File: src/rtl/ufm_save.sv
// ufm_save: writes six packed configuration words to UFM sector 1.
// Sequence: unprotect, erase, program words 0-5 with status polling, re-protect.
module ufm_save #(
    parameter logic [19:0] TIMEOUT = 20'hFFFFF
) (
    input  logic        clk,
    input  logic        reset_n,
    input  logic        start,
    output logic [2:0]  word_idx,
    input  logic [31:0] word_data,
    output logic        csr_addr,
    output logic        csr_read,
    output logic        csr_write,
    output logic [31:0] csr_writedata,
    input  logic [31:0] csr_readdata,
    output logic [15:0] data_addr,
    output logic        data_write,
    output logic [31:0] data_writedata,
    input  logic        data_waitrequest,
    output logic        busy,
    output logic        done,
    output logic        error,
    output logic [1:0]  err_code
);
    localparam int unsigned CNT_W  = 20;
    localparam int unsigned IDX_W  = 3;
    localparam int unsigned ADDR_W = 16;
    localparam logic [IDX_W-1:0] LAST_IDX = 3'd5;

    localparam logic [31:0] CTRL_UNPROT = 32'hFF7F_FFFF;
    localparam logic [31:0] CTRL_ERASE  = 32'hFF1F_FFFF;
    localparam logic [31:0] CTRL_PROT   = 32'hFFFF_FFFF;

    localparam logic [1:0] EC_OK      = 2'b00;
    localparam logic [1:0] EC_ERASE   = 2'b01;
    localparam logic [1:0] EC_WRITE   = 2'b10;
    localparam logic [1:0] EC_TIMEOUT = 2'b11;

    typedef enum logic [3:0] {
        IDLE, UNPROT, ERASE, E_POLL, E_CHK, WR, W_POLL, W_CHK, PROT, FIN
    } state_e;

    state_e            state_q, state_d;
    logic [CNT_W-1:0]  poll_cnt_q, poll_cnt_d, poll_inc;
    logic [IDX_W-1:0]  word_idx_q, word_idx_d;
    logic [1:0]        err_code_q, err_code_d;
    logic              error_q, error_d;
    logic              busy_q, busy_d;
    logic              done_q, done_d;
    logic              csr_addr_q, csr_addr_d;
    logic              csr_read_q, csr_read_d;
    logic              csr_write_q, csr_write_d;
    logic [31:0]       csr_wdata_q, csr_wdata_d;
    logic [ADDR_W-1:0] data_addr_q, data_addr_d;
    logic              data_write_q, data_write_d;
    logic              flash_busy;
    logic              unused_status;

    // Status word: [1:0] busy, [3] write success, [4] erase success.
    assign flash_busy    = (csr_readdata[1:0] != 2'b00);
    assign unused_status = ^{csr_readdata[31:5], csr_readdata[2]};
    assign poll_inc      = poll_cnt_q + CNT_W'(1);

    always_ff @(posedge clk or negedge reset_n) begin
        if (!reset_n) begin
            state_q      <= IDLE;
            poll_cnt_q   <= '0;
            word_idx_q   <= '0;
            err_code_q   <= EC_OK;
            error_q      <= 1'b0;
            busy_q       <= 1'b0;
            done_q       <= 1'b0;
            csr_addr_q   <= 1'b0;
            csr_read_q   <= 1'b0;
            csr_write_q  <= 1'b0;
            csr_wdata_q  <= '0;
            data_addr_q  <= '0;
            data_write_q <= 1'b0;
        end else begin
            state_q      <= state_d;
            poll_cnt_q   <= poll_cnt_d;
            word_idx_q   <= word_idx_d;
            err_code_q   <= err_code_d;
            error_q      <= error_d;
            busy_q       <= busy_d;
            done_q       <= done_d;
            csr_addr_q   <= csr_addr_d;
            csr_read_q   <= csr_read_d;
            csr_write_q  <= csr_write_d;
            csr_wdata_q  <= csr_wdata_d;
            data_addr_q  <= data_addr_d;
            data_write_q <= data_write_d;
        end
    end

    // Next state; a poll is the E_POLL/W_POLL read cycle plus the CHK sample cycle.
    always_comb begin
        state_d    = state_q;
        poll_cnt_d = poll_cnt_q;
        word_idx_d = word_idx_q;
        err_code_d = err_code_q;
        error_d    = error_q;
        case (state_q)
            IDLE: begin
                if (start) begin
                    state_d    = UNPROT;
                    word_idx_d = '0;
                    err_code_d = EC_OK;
                    error_d    = 1'b0;
                end
            end
            UNPROT: state_d = ERASE;
            ERASE: begin
                state_d    = E_POLL;
                poll_cnt_d = '0;
            end
            E_POLL: state_d = E_CHK;
            E_CHK: begin
                if (flash_busy) begin
                    poll_cnt_d = poll_inc;
                    if (poll_inc >= TIMEOUT) begin
                        err_code_d = EC_TIMEOUT;
                        state_d    = PROT;
                    end else begin
                        state_d = E_POLL;
                    end
                end else if (csr_readdata[4]) begin
                    state_d = WR;
                end else begin
                    err_code_d = EC_ERASE;
                    state_d    = PROT;
                end
            end
            WR: begin
                if (!data_waitrequest) begin
                    state_d    = W_POLL;
                    poll_cnt_d = '0;
                end
            end
            W_POLL: state_d = W_CHK;
            W_CHK: begin
                if (flash_busy) begin
                    poll_cnt_d = poll_inc;
                    if (poll_inc >= TIMEOUT) begin
                        err_code_d = EC_TIMEOUT;
                        state_d    = PROT;
                    end else begin
                        state_d = W_POLL;
                    end
                end else if (!csr_readdata[3]) begin
                    err_code_d = EC_WRITE;
                    state_d    = PROT;
                end else if (word_idx_q < LAST_IDX) begin
                    word_idx_d = word_idx_q + IDX_W'(1);
                    state_d    = WR;
                end else begin
                    state_d = PROT;
                end
            end
            PROT: begin
                state_d = FIN;
                error_d = (err_code_q != EC_OK);
            end
            FIN:     state_d = IDLE;
            default: state_d = IDLE;
        endcase
    end

    // Bus strobes are decoded from the next state so they register in step with it.
    always_comb begin
        csr_addr_d   = 1'b0;
        csr_read_d   = 1'b0;
        csr_write_d  = 1'b0;
        csr_wdata_d  = '0;
        data_write_d = 1'b0;
        data_addr_d  = '0;
        busy_d       = (state_d != IDLE);
        done_d       = (state_d == FIN);
        case (state_d)
            UNPROT: begin
                csr_write_d = 1'b1;
                csr_addr_d  = 1'b1;
                csr_wdata_d = CTRL_UNPROT;
            end
            ERASE: begin
                csr_write_d = 1'b1;
                csr_addr_d  = 1'b1;
                csr_wdata_d = CTRL_ERASE;
            end
            PROT: begin
                csr_write_d = 1'b1;
                csr_addr_d  = 1'b1;
                csr_wdata_d = CTRL_PROT;
            end
            E_POLL, W_POLL: csr_read_d = 1'b1;
            WR: begin
                data_write_d = 1'b1;
                data_addr_d  = ADDR_W'(word_idx_d);
            end
            default: ;
        endcase
    end

    assign word_idx      = word_idx_q;
    assign err_code      = err_code_q;
    assign error         = error_q;
    assign busy          = busy_q;
    assign done          = done_q;
    assign csr_addr      = csr_addr_q;
    assign csr_read      = csr_read_q;
    assign csr_write     = csr_write_q;
    assign csr_writedata = csr_wdata_q;
    assign data_addr     = data_addr_q;
    assign data_write    = data_write_q;
    // word_data tracks word_idx combinationally, so it is passed through while writing.
    assign data_writedata = data_write_q ? word_data : '0;

endmodule

File: config.mk
export PLATFORM = sky130hd
export DESIGN_NAME = ufm_save
export DESIGN_NICKNAME = d
export VERILOG_FILES = /design/src/rtl/ufm_save.sv
export SDC_FILE = /design/constraint.sdc
export NUM_CORES = 1
export LEC_CHECK = 0
export ABC_AREA = 1
export CAP_MARGIN = 20
export CORE_MARGIN = 5
export CORE_UTILIZATION = 44
export DETAILED_ROUTE_END_ITERATION = 10
export GPL_ROUTABILITY_DRIVEN = 0
export PLACE_DENSITY = 0.88
export REMOVE_ABC_BUFFERS = 1
export SLEW_MARGIN = 5
export SYNTH_ARGS = -nofsm -noshare
export SYNTH_HDL_FRONTEND = slang
export SYNTH_SLANG_ARGS = --single-unit
File: constraint.sdc
create_clock -name clk -period 3 [get_ports clk]
set_input_delay 0.6 -clock clk [delete_from_list [all_inputs] [get_ports clk]]
set_output_delay 0.6 -clock clk [all_outputs]
set_load 0.01 [all_outputs]
==> results.md <==
- Total of max-cap violations: 0
- Slowest stage delay, CP: 0.83 ns
- Vias in the first global route: 2925
- Unique masters post-synth: 33
- Total CTS buffers: 5
- Worst skew pair latency: 0.30 ns
- Lkg Pwr: 1.99 nW
- Fraction of layout instances using a drive strength above 1: 8.86%
- VDD IR max: 0.585 mV
- Max clock buf depth: 2
- Clk slew on worst S/H paths: 0.09 ns
- Measured slew at the worst slew-check pin: 0.933 ns
- Setup Skew: 0.00634 ns
- DR DRC count: 0
- Tcrit/Tclk final: 80.5%
- Stages on worst setup path: 1
- Clock root buffer: clkbuf_8
- HP Class: in2async
- FF-to-FF Start: poll_cnt_q[1]
- Post-synthesis cell count: 451
- Cell Area, Placed: 4080 um2
- Origin of the worst setup path: csr_writedata[30]
- Post-CTS Hold Buffers: 0
- Die area: 8760 um2
- Design Area, Final: 4170 um2
- Fin. Hold Viols: 0
- CP Class: reg2out
- Worst Setup End Kind: output port
- Max stage delay cell, worst path: dfrtp_1
- FF-to-FF path depth: 18
- Syn avg cell area: 6.82 um2
- Placement row count: 30
- Nets: 612
- DR vias: 3059
- Routed WL per cell: 13.1 um
- CP Cell Sequence: clkdlybuf4s50_1
- Arrival time worst endpoint: 1.82 ns
- Final worst setup slack: 0.584 ns
- Antenna violations before repair: 0
- Setup Buffers After CTS: 0
- I/O Buffers: 118
- YS warnings: 0
- Die Y-Extent: 93.6 um
- Area Overhead vs Synth: 35.6%
- Most frequent cells in the layout: nand2_1, clkdlybuf4s50_1, inv_1
- Sequential share of the synthesized area: 33.3%
- Worst setup SP type: flip-flop
- Grt ovf: 0
- First-pass GRT wire length: 13.4 mm
- Initial Util: 45.3%
- Horiz. Die Dim: 93.6 um
- Final setup violating endpoints: 0
- HPWL Detailed: 6.52 mm
- Pin count of the biggest net entering global routing: 42
- DRT Pass-1 Iters: 5
- CP bufs+invs: 1
- Worst hold margin: 0.434 ns
- Reg2Reg Setup Slack: 0.62 ns
- Register bit total from synthesis: 41
- DP Worst Slack: 0.357 ns
- Setup tns final: 0 ns
- Status: complete, no violations
- Pwr/cell area: 670 nW/um2
- Via/cell ratio: 4.79
- Crit path max-delay family: flip-flops
- Unrepaired setup endpoints after global routing: false
- Detailed Route Iter0 Violations: 201
- Mapped cell area: 3080 um2
- Peak Freq: 414 MHz
- Clock sink count: 41
- Leading area contributor after synthesis: dfrtp_1
- Filler Cell Count: 578
- H-tree depth: 2
- Fin crit period: 2.42 ns
- Slew Limit Fails: 0
- Final WL: 8.39 mm
- CP required: 2.40 ns
- Most area-consuming cells after synthesis: dfrtp_1, nand2_1, buf_4
- Diodes inserted: 0
- Worst-path fanout max: 29
- CTS tree: yes
- Tot GR Track Use: 18.9%
- CTS resizes: 0
- Io pins: 160
- Post-DRT Antenna Nets: 0
- Slew HR: 37.8%
- Yosys top cell area share: 33.3%
- Core area: 6790 um2
[worst paths after layout]
| path | end |
|---|---|
| max | csr_writedata[17] |
| min | poll_cnt_q[8] |
| max reg2reg | busy |
| min reg2reg | error |
| max in group asynchronous | state_q[2] |
| min in group clk | error |
[where the power goes]
part | switching [mW] | internal, mW | leakage (nW)
clock network | 0.216 | 0.165 | 0.0445
registers | 0.108 | 0.649 | 0.556
logic | 0.865 | 0.792 | 1.38
total | 1.19 | 1.61 | 1.99
[kinds of logic after synthesis]
family	after synthesis	share of synthesized area [%]
simple gates	228	34.4
xor+xnor	3	0.854
flops	41	33.3
buf+inv	132	21.4
compound gates	43	8.58
fa+ha+maj	3	1.22
other cells	1	0.122
[per-layer routing]
| layer | wire, um | vias to the layer above | GRT usage (%) |
|---|---|---|---|
| met2 | 4380 | 107 | 32.8 |
| met1 | 3400 | 1408 | 23.1 |
| li1 | - | 1528 | - |
| met4 | 89 | 0 | 5.05 |
| met3 | 520 | 16 | 4.83 |
| met5 | 0 | - | 0 |
[cells in the mapped netlist, drive strengths merged]
library cell,number
o211ai,2
or2,1
nand3,29
xor2,3
o2111ai,1
nand2,129
and2,2
nand3b,1
inv,84
dfrtp,41
o21ai,16
o22ai,14
nor2,54
a21oi,4
ha,3
a31oi,3
nand4,11
clkbuf,3
nor3b,1
a22o,1
conb,1
buf,45
o21bai,1
o31ai,1
[area by class of cell]
cell class,instances,area (um2),share of cell area [%]
Clock buffer,5,68.8,1.65
Sequential cell,41,1030,24.6
Inverter,84,315,7.56
Multi-Input combinational cell,290,1440,34.4
Clock inverter,3,21.3,0.510
Timing Repair Buffer,119,1180,28.4
Tap cell,96,120,2.88
[metrics by stage]
stage                     cells  total power [mW]  utilization [%]
final                       638              2.80             61.4
after global routing        638              2.99             61.4
after CTS                   638              2.80             61.4
after detailed placement    630              2.42             60.1
after global placement      630              2.39             60.1
after floorplan             415              1.52                -
[flip-flops by register name, indices dropped and copies added, names as in the netlist]
signal / flops
poll_cnt_q: 20
state_q: 4
csr_writedata: 3
data_addr: 3
word_idx: 3
err_code: 2
busy: 1
csr_read: 1
csr_write: 1
data_write: 1
done: 1
error: 1
(Power assumes the default switching activity.)
